<file path="config.mk">
export PLATFORM = sky130hd
export DESIGN_NAME = tdcchan_readout_flat
export DESIGN_NICKNAME = d
export VERILOG_FILES = /design/src/rtl/tdcchan_readout_if.sv /design/src/rtl/tdcchan_readout.sv /design/src/flat_wrapper.sv
export SDC_FILE = /design/constraint.sdc
export NUM_CORES = 1
export LEC_CHECK = 0
export BUFFER_PORTS_ARGS = -buffer_cell sky130_fd_sc_hd__buf_2
export CAP_MARGIN = 15
export CORE_ASPECT_RATIO = 0.8
export CORE_MARGIN = 2
export CORE_UTILIZATION = 60
export CTS_CLUSTER_SIZE = 28
export DETAILED_ROUTE_END_ITERATION = 10
export PLACE_DENSITY_LB_ADDON = 0.25
export SYNTH_ARGS = -nofsm -noshare
export SYNTH_HDL_FRONTEND = slang
export SYNTH_SLANG_ARGS = --single-unit
</file>
<file path="constraint.sdc">
create_clock -name clk300 -period 2.91 [get_ports clk300]
set_clock_uncertainty 0.1 [all_clocks]
set_input_delay 0.291 -clock clk300 [delete_from_list [all_inputs] [get_ports clk300]]
set_output_delay 0.291 -clock clk300 [all_outputs]
set_load 0.02 [all_outputs]
</file>
<file path="src/rtl/tdcchan_readout_if.sv">
// Interface bundle for the TDC channel readout controller: the channel-side
// request/serial lines, the valid/ready output stream and the status outputs.
`timescale 1ns/1ps
interface tdcchan_readout_if #(
  parameter int DATA_W = 12,
  parameter int BC_W   = 7
);
  logic              tdc_rdy;
  logic              rstr;
  logic              rdata;
  logic              out_valid;
  logic              out_ready;
  logic [BC_W-1:0]   out_bc;
  logic [DATA_W-1:0] out_tdc;
  logic              overflow;
  logic [7:0]        err_count;

  // Readout controller side
  modport master (
    input  tdc_rdy, rdata, out_ready,
    output rstr, out_valid, out_bc, out_tdc, overflow, err_count
  );

  // Channel / event-builder side
  modport slave (
    output tdc_rdy, rdata, out_ready,
    input  rstr, out_valid, out_bc, out_tdc, overflow, err_count
  );
endinterface

</file>
<file path="src/rtl/tdcchan_readout.sv">
// Host-side readout controller for a TDC channel: requests a measurement,
// deserializes the framed serial word, checks even parity and buffers good
// words in a first-word-fall-through FIFO toward the event builder.
`timescale 1ns/1ps
module tdcchan_readout #(
  parameter int DATA_W     = 12,
  parameter int BC_W       = 7,
  parameter int FIFO_DEPTH = 4,
  parameter int WAIT_MAX   = 8
) (
  input  logic               clk300,
  input  logic               reset,
  tdcchan_readout_if.master  bus
);
  localparam int WORD_W = BC_W + DATA_W;
  localparam int PTR_W  = $clog2(FIFO_DEPTH);
  localparam int CNT_W  = PTR_W + 1;
  localparam int WC_W   = $clog2(WAIT_MAX + 1);
  localparam int BCNT_W = $clog2(WORD_W);

  localparam logic [WC_W-1:0]   WAIT_LAST = WC_W'(WAIT_MAX - 1);
  localparam logic [BCNT_W-1:0] BIT_LAST  = BCNT_W'(WORD_W - 1);
  localparam logic [CNT_W-1:0]  CNT_FULL  = CNT_W'(FIFO_DEPTH);

  localparam logic [2:0] ST_IDLE   = 3'd0;
  localparam logic [2:0] ST_REQ    = 3'd1;
  localparam logic [2:0] ST_WAIT   = 3'd2;
  localparam logic [2:0] ST_SHIFT  = 3'd3;
  localparam logic [2:0] ST_PARITY = 3'd4;
  localparam logic [2:0] ST_PUSH   = 3'd5;

  // Data bits plus parity bit must carry an even number of ones.
  function automatic logic parity_ok(input logic [WORD_W-1:0] word, input logic par);
    return ~((^word) ^ par);
  endfunction

  logic [2:0]        state_r;
  logic              rstr_r;
  logic [WC_W-1:0]   wait_cnt_r;
  logic [BCNT_W-1:0] bit_cnt_r;
  logic [WORD_W-1:0] shift_r;
  logic              overflow_r;
  logic [7:0]        err_count_r;

  logic [WORD_W-1:0] mem_r [FIFO_DEPTH];
  logic [PTR_W-1:0]  wr_ptr_r;
  logic [PTR_W-1:0]  rd_ptr_r;
  logic [CNT_W-1:0]  cnt_r;
  logic              out_valid_r;
  logic [WORD_W-1:0] head_r;

  logic              full_s;
  logic              push_s;
  logic              pop_s;
  logic              err_inc_s;
  logic [PTR_W-1:0]  rd_nxt_s;
  logic [CNT_W-1:0]  cnt_nxt_s;
  logic [WORD_W-1:0] head_nxt_s;

  assign full_s   = (cnt_r == CNT_FULL);
  assign push_s   = (state_r == ST_PUSH);
  assign pop_s    = out_valid_r & bus.out_ready;
  assign rd_nxt_s = rd_ptr_r + PTR_W'(1);

  // Dropped-frame condition: start-bit timeout or parity failure.
  always_comb begin
    err_inc_s = 1'b0;
    case (state_r)
      ST_WAIT: begin
        if (!bus.rdata && (wait_cnt_r == WAIT_LAST)) err_inc_s = 1'b1;
        else                                         err_inc_s = 1'b0;
      end
      ST_PARITY: begin
        if (!parity_ok(shift_r, bus.rdata)) err_inc_s = 1'b1;
        else                                err_inc_s = 1'b0;
      end
      default: err_inc_s = 1'b0;
    endcase
  end

  // Readout sequencer: request, wait for start bit, shift word, check parity.
  always_ff @(posedge clk300) begin
    if (reset) begin
      state_r    <= ST_IDLE;
      rstr_r     <= 1'b0;
      wait_cnt_r <= '0;
      bit_cnt_r  <= '0;
      shift_r    <= '0;
    end else begin
      rstr_r <= 1'b0;
      case (state_r)
        ST_IDLE: begin
          if (bus.tdc_rdy && !full_s) begin
            state_r <= ST_REQ;
            rstr_r  <= 1'b1;
          end
        end
        ST_REQ: begin
          state_r    <= ST_WAIT;
          wait_cnt_r <= '0;
        end
        ST_WAIT: begin
          if (bus.rdata) begin
            state_r   <= ST_SHIFT;
            bit_cnt_r <= '0;
          end else if (wait_cnt_r == WAIT_LAST) begin
            state_r <= ST_IDLE;
          end else begin
            wait_cnt_r <= wait_cnt_r + WC_W'(1);
          end
        end
        ST_SHIFT: begin
          shift_r <= {shift_r[WORD_W-2:0], bus.rdata};
          if (bit_cnt_r == BIT_LAST) state_r <= ST_PARITY;
          else                       bit_cnt_r <= bit_cnt_r + BCNT_W'(1);
        end
        ST_PARITY: begin
          if (parity_ok(shift_r, bus.rdata)) state_r <= ST_PUSH;
          else                               state_r <= ST_IDLE;
        end
        ST_PUSH: state_r <= ST_IDLE;
        default: state_r <= ST_IDLE;
      endcase
    end
  end

  // Sticky overflow flag and saturating dropped-frame counter.
  always_ff @(posedge clk300) begin
    if (reset) begin
      overflow_r  <= 1'b0;
      err_count_r <= 8'd0;
    end else begin
      if ((state_r == ST_IDLE) && bus.tdc_rdy && full_s) overflow_r <= 1'b1;
      if (err_inc_s && (err_count_r != 8'hFF)) err_count_r <= err_count_r + 8'd1;
    end
  end

  // Next occupancy and next head word; the head is held in a register so the
  // stream outputs come straight from flops.
  always_comb begin
    cnt_nxt_s  = cnt_r;
    head_nxt_s = head_r;
    if (push_s && !pop_s)      cnt_nxt_s = cnt_r + CNT_W'(1);
    else if (!push_s && pop_s) cnt_nxt_s = cnt_r - CNT_W'(1);
    else                       cnt_nxt_s = cnt_r;

    if (cnt_nxt_s == '0)                  head_nxt_s = '0;
    else if (cnt_r == '0)                 head_nxt_s = shift_r;
    else if (pop_s && (cnt_r == CNT_W'(1))) head_nxt_s = shift_r;
    else if (pop_s)                       head_nxt_s = mem_r[rd_nxt_s];
    else                                  head_nxt_s = head_r;
  end

  // FIFO storage; contents need no reset since occupancy gates visibility.
  always_ff @(posedge clk300) begin
    if (push_s) mem_r[wr_ptr_r] <= shift_r;
  end

  // FIFO pointers, occupancy and registered head/valid.
  always_ff @(posedge clk300) begin
    if (reset) begin
      wr_ptr_r    <= '0;
      rd_ptr_r    <= '0;
      cnt_r       <= '0;
      out_valid_r <= 1'b0;
      head_r      <= '0;
    end else begin
      cnt_r       <= cnt_nxt_s;
      out_valid_r <= (cnt_nxt_s != '0);
      head_r      <= head_nxt_s;
      if (push_s) wr_ptr_r <= wr_ptr_r + PTR_W'(1);
      if (pop_s)  rd_ptr_r <= rd_nxt_s;
    end
  end

  assign bus.rstr      = rstr_r;
  assign bus.out_valid = out_valid_r;
  assign bus.out_bc    = head_r[WORD_W-1:DATA_W];
  assign bus.out_tdc   = head_r[DATA_W-1:0];
  assign bus.overflow  = overflow_r;
  assign bus.err_count = err_count_r;
endmodule

</file>
<file path="src/flat_wrapper.sv">
// flat-port wrapper written by rule: the top's interface ports become plain ports
module tdcchan_readout_flat 
#(
  parameter int DATA_W     = 12,
  parameter int BC_W       = 7,
  parameter int FIFO_DEPTH = 4,
  parameter int WAIT_MAX   = 8
)
  (clk300, reset, bus_tdc_rdy, bus_rdata, bus_out_ready, bus_rstr, bus_out_valid, bus_out_bc, bus_out_tdc, bus_overflow, bus_err_count);
  tdcchan_readout_if #(.DATA_W(DATA_W), .BC_W(BC_W)) bus_i ();
  input  logic clk300;
  input  logic reset;
  input wire logic [$bits(bus_i.tdc_rdy)-1:0] bus_tdc_rdy;
  input wire logic [$bits(bus_i.rdata)-1:0] bus_rdata;
  input wire logic [$bits(bus_i.out_ready)-1:0] bus_out_ready;
  output wire logic [$bits(bus_i.rstr)-1:0] bus_rstr;
  output wire logic [$bits(bus_i.out_valid)-1:0] bus_out_valid;
  output wire logic [$bits(bus_i.out_bc)-1:0] bus_out_bc;
  output wire logic [$bits(bus_i.out_tdc)-1:0] bus_out_tdc;
  output wire logic [$bits(bus_i.overflow)-1:0] bus_overflow;
  output wire logic [$bits(bus_i.err_count)-1:0] bus_err_count;
  assign bus_i.tdc_rdy = bus_tdc_rdy;
  assign bus_i.rdata = bus_rdata;
  assign bus_i.out_ready = bus_out_ready;
  assign bus_rstr = bus_i.rstr;
  assign bus_out_valid = bus_i.out_valid;
  assign bus_out_bc = bus_i.out_bc;
  assign bus_out_tdc = bus_i.out_tdc;
  assign bus_overflow = bus_i.overflow;
  assign bus_err_count = bus_i.err_count;
  tdcchan_readout #(.DATA_W(DATA_W), .BC_W(BC_W), .FIFO_DEPTH(FIFO_DEPTH), .WAIT_MAX(WAIT_MAX)) u_core (.clk300(clk300), .reset(reset), .bus(bus_i));
endmodule
</file>
# ---- Word-level counts from Yosys, hierarchy flattened
# Memories as Yosys holds them, arrays and structs flattened.
# Cells that the tools add are included.
dict set report totals {
  reg_bits 68
  latch_bits 0
  ram_bits 76
  rom_bits 0
  inputBits 5
  out_inout_bits 30
  word_cells 88
  n_memories 1
}
dict set report op_classes {
  add_sub_neg 7
  multipliers 0
  div 0
  n_lt_le_gt_ge 0
  n_eq_ne 17
  shift 0
  muxes 23
  bitwise 3
  n_reduce_logical 25
}
# name depth word_bits rd rd_clocked_by_memory_dff write_ports line
set memory_table {}
lappend memory_table {u_core.mem_r 4 19 1 0 1 tdcchan_readout.sv:45} ;# logic [WORD_W-1:0] mem_r [FIFO_DEPTH];
# operator count
set ops {}
lappend ops {{$mux 19} 3}
lappend ops {{$mux 3} 7}
lappend ops {{$reduce_xor 19->1} 1}
lappend ops {{$pmux 3 s5} 1}
lappend ops {{$mux 5} 2}
lappend ops {{$pmux 5 s2} 1}
lappend ops {{$eq 3x3->1 const B} 3}
lappend ops {{$logic_not 3->1} 3}
lappend ops {{$reduce_and 3->1} 3}
lappend ops {{$add 8x1->8 const B} 1}
lappend ops {{$logic_and 1x1->1} 8}
lappend ops {{$mux 4} 2}
lappend ops {{$ne 2x2->1 const B} 4}
lappend ops {{$ne 8x8->1 const B} 1}
lappend ops {{$pmux 4 s2} 1}
lappend ops {{$eq 3x1->1 const B} 2}
lappend ops {{$eq 3x2->1 const B} 2}
lappend ops {{$reduce_bool 3->1} 2}
lappend ops {{$add 5x1->5 const B} 1}
lappend ops {{$eq 5x5->1 const B} 1}
lappend ops {{$mux 1} 5}
lappend ops {{$add 2x1->2 const B} 2}
lappend ops {{$add 4x1->4 const B} 1}
lappend ops {{$eq 4x3->1 const B} 1}
lappend ops {{other kinds (11)} 17}

# ---- Longest topological paths before layout
dict set report depth {
  depth_word 7
  depth_mapped 9
  mapped_depth_nobuf 8
}

# ---- Worst setup path before layout
# No wires, ideal clock.
dict set report synth_path {
  path_type {register to register}
  from {register u_core.shift_r[5]}
  to {register u_core.err_count_r[4] (netlist: u_core.bus.err_count[4])}
  setup_time_ns 0.071
  t_arrival_ns 2.094
  required_time_ns 2.739
  path_slack_ns 0.646
  stages_incl_launch_ff 8
  path_buffers 0
  synth_period_minus_slack_ns 2.264
  path_cell_list {dfxtp_1 xnor2_1 xnor2_1 xnor3_1 xnor2_1 o22a_2 or4_1 a21oi_1}
}
dict set report synth_via {
  elab_chain_cells 5
}
# element line
set synth_rtl {}
lappend synth_rtl {{start, declared} tdcchan_readout.sv:41} ;# logic [WORD_W-1:0] shift_r;
lappend synth_rtl {{start signal, assigned} tdcchan_readout.sv:113} ;# shift_r <= {shift_r[WORD_W-2:0], bus.rdata};
lappend synth_rtl {{$reduce_xor 19->1} tdcchan_readout.sv:34} ;# return ~((^word) ^ par);
lappend synth_rtl {{$xor 1x1->1} tdcchan_readout.sv:34}
lappend synth_rtl {{$mux 1} tdcchan_readout.sv:74} ;# if (!parity_ok(shift_r, bus.rdata)) err_inc_s = 1'b1;
lappend synth_rtl {{$pmux 1 s2} tdcchan_readout.sv:68} ;# case (state_r)
lappend synth_rtl {{$logic_and 1x1->1} tdcchan_readout.sv:134} ;# if (err_inc_s && (err_count_r != 8'hFF)) err_count_r <= err_count_r + 8'd1;
lappend synth_rtl {{end signal, assigned} tdcchan_readout.sv:134}
lappend synth_rtl {{end, declared} tdcchan_readout.sv:43} ;# logic [7:0] err_count_r;
# No other way between the ends.
# A chain may end at the register's enable or synchronous reset.

# ---- Worst setup path after layout
dict set report layout_path {
  from {register u_core.shift_r[7]}
  to {register u_core.err_count_r[3] (netlist: u_core.bus.err_count[3])}
}
# Same word-level chain as after synthesis.

==> qor.txt <==
Placer Congestion - 0.794
Yosys top cell area share - 0.384
Slew Limit Fails - 0
CP startpoint kind - register
CTS tree - done
total number of H-tree levels - 4
Post-CTS Setup Inserts - 0
Clock Latency Late Sink - 0.41 ns
fmax - 0.377 GHz
crit-path max FO - 16
area grow syn2layout - 16.3%
post-synthesis sequential area ratio - 0.614
die height - 93.0 µm
EDFF count, synth - 76
Setup WS post-layout - 0.259 ns
core footprint - 9650 µm²
status - finished clean
Syn Nets - 486
Pwr Density - 853 nW/µm²
grt total ovfl - 0
layout cell share with drive strength beyond 1 - 0.192
setup TNS - 0 ns
mapped cell area - 5940 µm²
P_leak - 2.54 nW
synth cell count leaders - 76 x edfxtp_1, 68 x dfxtp_1, 49 x nand2_1
layout net count - 524
initial antenna violation count - 0
DRT Pass-1 Iters - 4
Rel. slew slack - 0.514
n_diodes - 0
fill count - 657
ys async rst share - 0
worst slack at placement - 0.286 ns
cell mode on critical path - xnor2_1
Initial Util - 0.615
Cells after Synth - 469
arrival time at the worst endpoint - 2.89 ns
count leader, synth - edfxtp_1
Worst-path clk slew - 0.06 ns
Horiz. Die Dim - 115 µm
Resized Gates After CTS - 0
Buf/Inv on CP - 0
RSZ-0062 raised after global routing - no
hold crit path type - primary input to register
switching part of the total - 0.292
multi-input logic area - 2160 µm²
post-synth cell types - 41
drt drc - 0
first-pass GRT wire length - 18.0 mm
Seq pwr share - 0.400
number of buffers created by CTS - 17
I/O Pins - 35
routed vias/inst - 5.64
Largest delay share family, worst path - XOR/XNOR gates
sw power - 1.72 mW
largest net degree at the start of global routing - 39
Seq cells post-synth - 144
critical setup path kind - register to register
Internal - 4.17 mW
CP endpoint kind - register
vias in the first global route - 3598
ranking of synthesized cells by area - edfxtp_1 38%, dfxtp_1 23%, mux4_2 7.2%
row count - 32
crit-path max cell delay - 0.53 ns
DR iter-0 viols - 208
worst slew pin tran - 0.727 ns
power share of the clock group - 0.373
cell taking the most area after synthesis - edfxtp_1
Main synth FF type - edfxtp_1
post-cts hold buffer count - 0
Hold Vio Cnt, Final - 0
routed length per instance - 17.0 µm
CTS root buffer - clkbuf_16
Worst VDD drop - 0.621 mV
port bufs - 34
Critical Path RT - 3.15 ns
warning count from the yosys run - 0
post-route ant nets - 0
clock sinks - 144
post-layout min period - 2.65 ns
critical-path cell list - xnor2_1 -> xnor2_1 -> xnor3_1 -> xnor2_1 -> o22a_2 -> or4_1 -> a21oi_1
syn avg cell area - 12.7 µm²
global-route usage over all layers - 0.228
sequential standard cell area - 3640 µm²
routed via count - 3702
die area - 10700 µm²
final setup vio count - 0
Logic pwr share - 0.227
total routed wirelength - 11.1 mm
CTS max path bufs - 2
dpl hpwl - 6.56 mm
Tcrit/Tclk final - 0.911
maxcap violations - 0
Crit-path slowest cell - or4_1
cells in the final DEF (no fill, tap or decap), drive strengths merged, types with 2 or more instances in the layout:
| master | n |
|---|---|
| nand2 | 49 |
| a311oi | 2 |
| a211oi | 22 |
| xnor2 | 19 |
| o31ai | 5 |
| nand3 | 8 |
| clkbuf | 25 |
| and3b | 2 |
| edfxtp | 76 |
| nor2b | 2 |
| or3 | 2 |
| or4 | 5 |
| and2 | 5 |
| o21bai | 2 |
| dfxtp | 68 |
| and3 | 3 |
| mux2i | 19 |
| nor3 | 5 |
| a21oi | 36 |
| clkinv | 4 |
| o21ai | 4 |
| a21o | 3 |
| inv | 9 |
| nor2 | 41 |
| xor2 | 9 |
| bufinv | 2 |
| ha | 12 |
| buf | 45 |
| mux4 | 19 |
| nand4 | 3 |
| nand2b | 3 |
| nor3b | 2 |
sequential cells by signal (all words and copies together), names as in the netlist:
register,flops
u_core.bus.err_count,8
u_core.shift_r,19
u_core.wait_cnt_r,4
u_core.mem_r,76
u_core.head_r,19
u_core.state_r,3
u_core.wr_ptr_r,2
u_core.rd_ptr_r,2
u_core.bus.rstr,1
u_core.cnt_r,3
u_core.bus.overflow,1
u_core.bit_cnt_r,5
u_core.bus.out_valid,1
logic make-up after synthesis:
family          after synthesis  synth area share
fa+ha+maj                    12            0.0253
mux                          38             0.104
flops                       144             0.614
simple gates                135             0.106
buf+inv                      35            0.0240
xor+xnor                     29            0.0464
compound gates               76            0.0803
per-layer routing:
| metal | vias to the layer above | GRT usage | routed length [µm] |
|---|---|---|---|
| li1 | 1800 | - | - |
| met1 | 1813 | 0.289 | 4890 |
| met2 | 79 | 0.368 | 5640 |
| met3 | 10 | 0.0648 | 501 |
| met4 | 0 | 0.0974 | 87 |
| met5 | - | 0 | 0 |
layout make-up:
| type | instances | share of cell area |
|---|---|---|
| sequential | 144 | 0.528 |
| timing repair buffer | 45 | 0.0402 |
| clock inverter | 7 | 0.0143 |
| multi-input combinational | 290 | 0.313 |
| clock buffer | 25 | 0.0747 |
| tap | 136 | 0.0247 |
| inverter | 9 | 0.00489 |
per-stage QoR:
step / instance area [µm²] / power, mW / utilization / hold WS, ns / std cells
floorplan: 5940 / 3.37 / - / 0.363 / 469
global placement: 6290 / 3.71 / 0.652 / 0.353 / 624
detailed placement: 6290 / 3.74 / 0.652 / 0.373 / 624
CTS: 6900 / 5.94 / 0.715 / 0.0662 / 656
global route: 6900 / 6.18 / 0.715 / 0.0967 / 656
finish: 6900 / 5.89 / 0.715 / 0.0892 / 656
final timing paths:
kind	startpoint	endpoint	slack (ns)	cells after the start
setup / recovery	u_core.shift_r[7]$_SDFFE_PP0P_	u_core.bus.err_count[3]$_SDFFE_PP0P_	0.26	7
hold / removal	reset	u_core.shift_r[16]$_SDFFE_PP0P_	0.09	2
setup reg to reg	u_core.shift_r[7]$_SDFFE_PP0P_	u_core.bus.err_count[3]$_SDFFE_PP0P_	0.26	7
hold reg to reg	u_core.bus.overflow$_SDFFE_PP0P_	u_core.bus.overflow$_SDFFE_PP0P_	0.38	2
power groups by stage:
stage	Clock [mW]	Sequential (mW)	Combinational (mW)
2_1_floorplan	0	2.46	0.906
3_3_place_gp	0	2.39	1.32
3_5_place_dp	0	2.39	1.35
4_1_cts	2.23	2.35	1.36
5_1_grt	2.33	2.37	1.48
6_report	2.20	2.35	1.33
No activity file was read; power rests on OpenSTA's default activity.
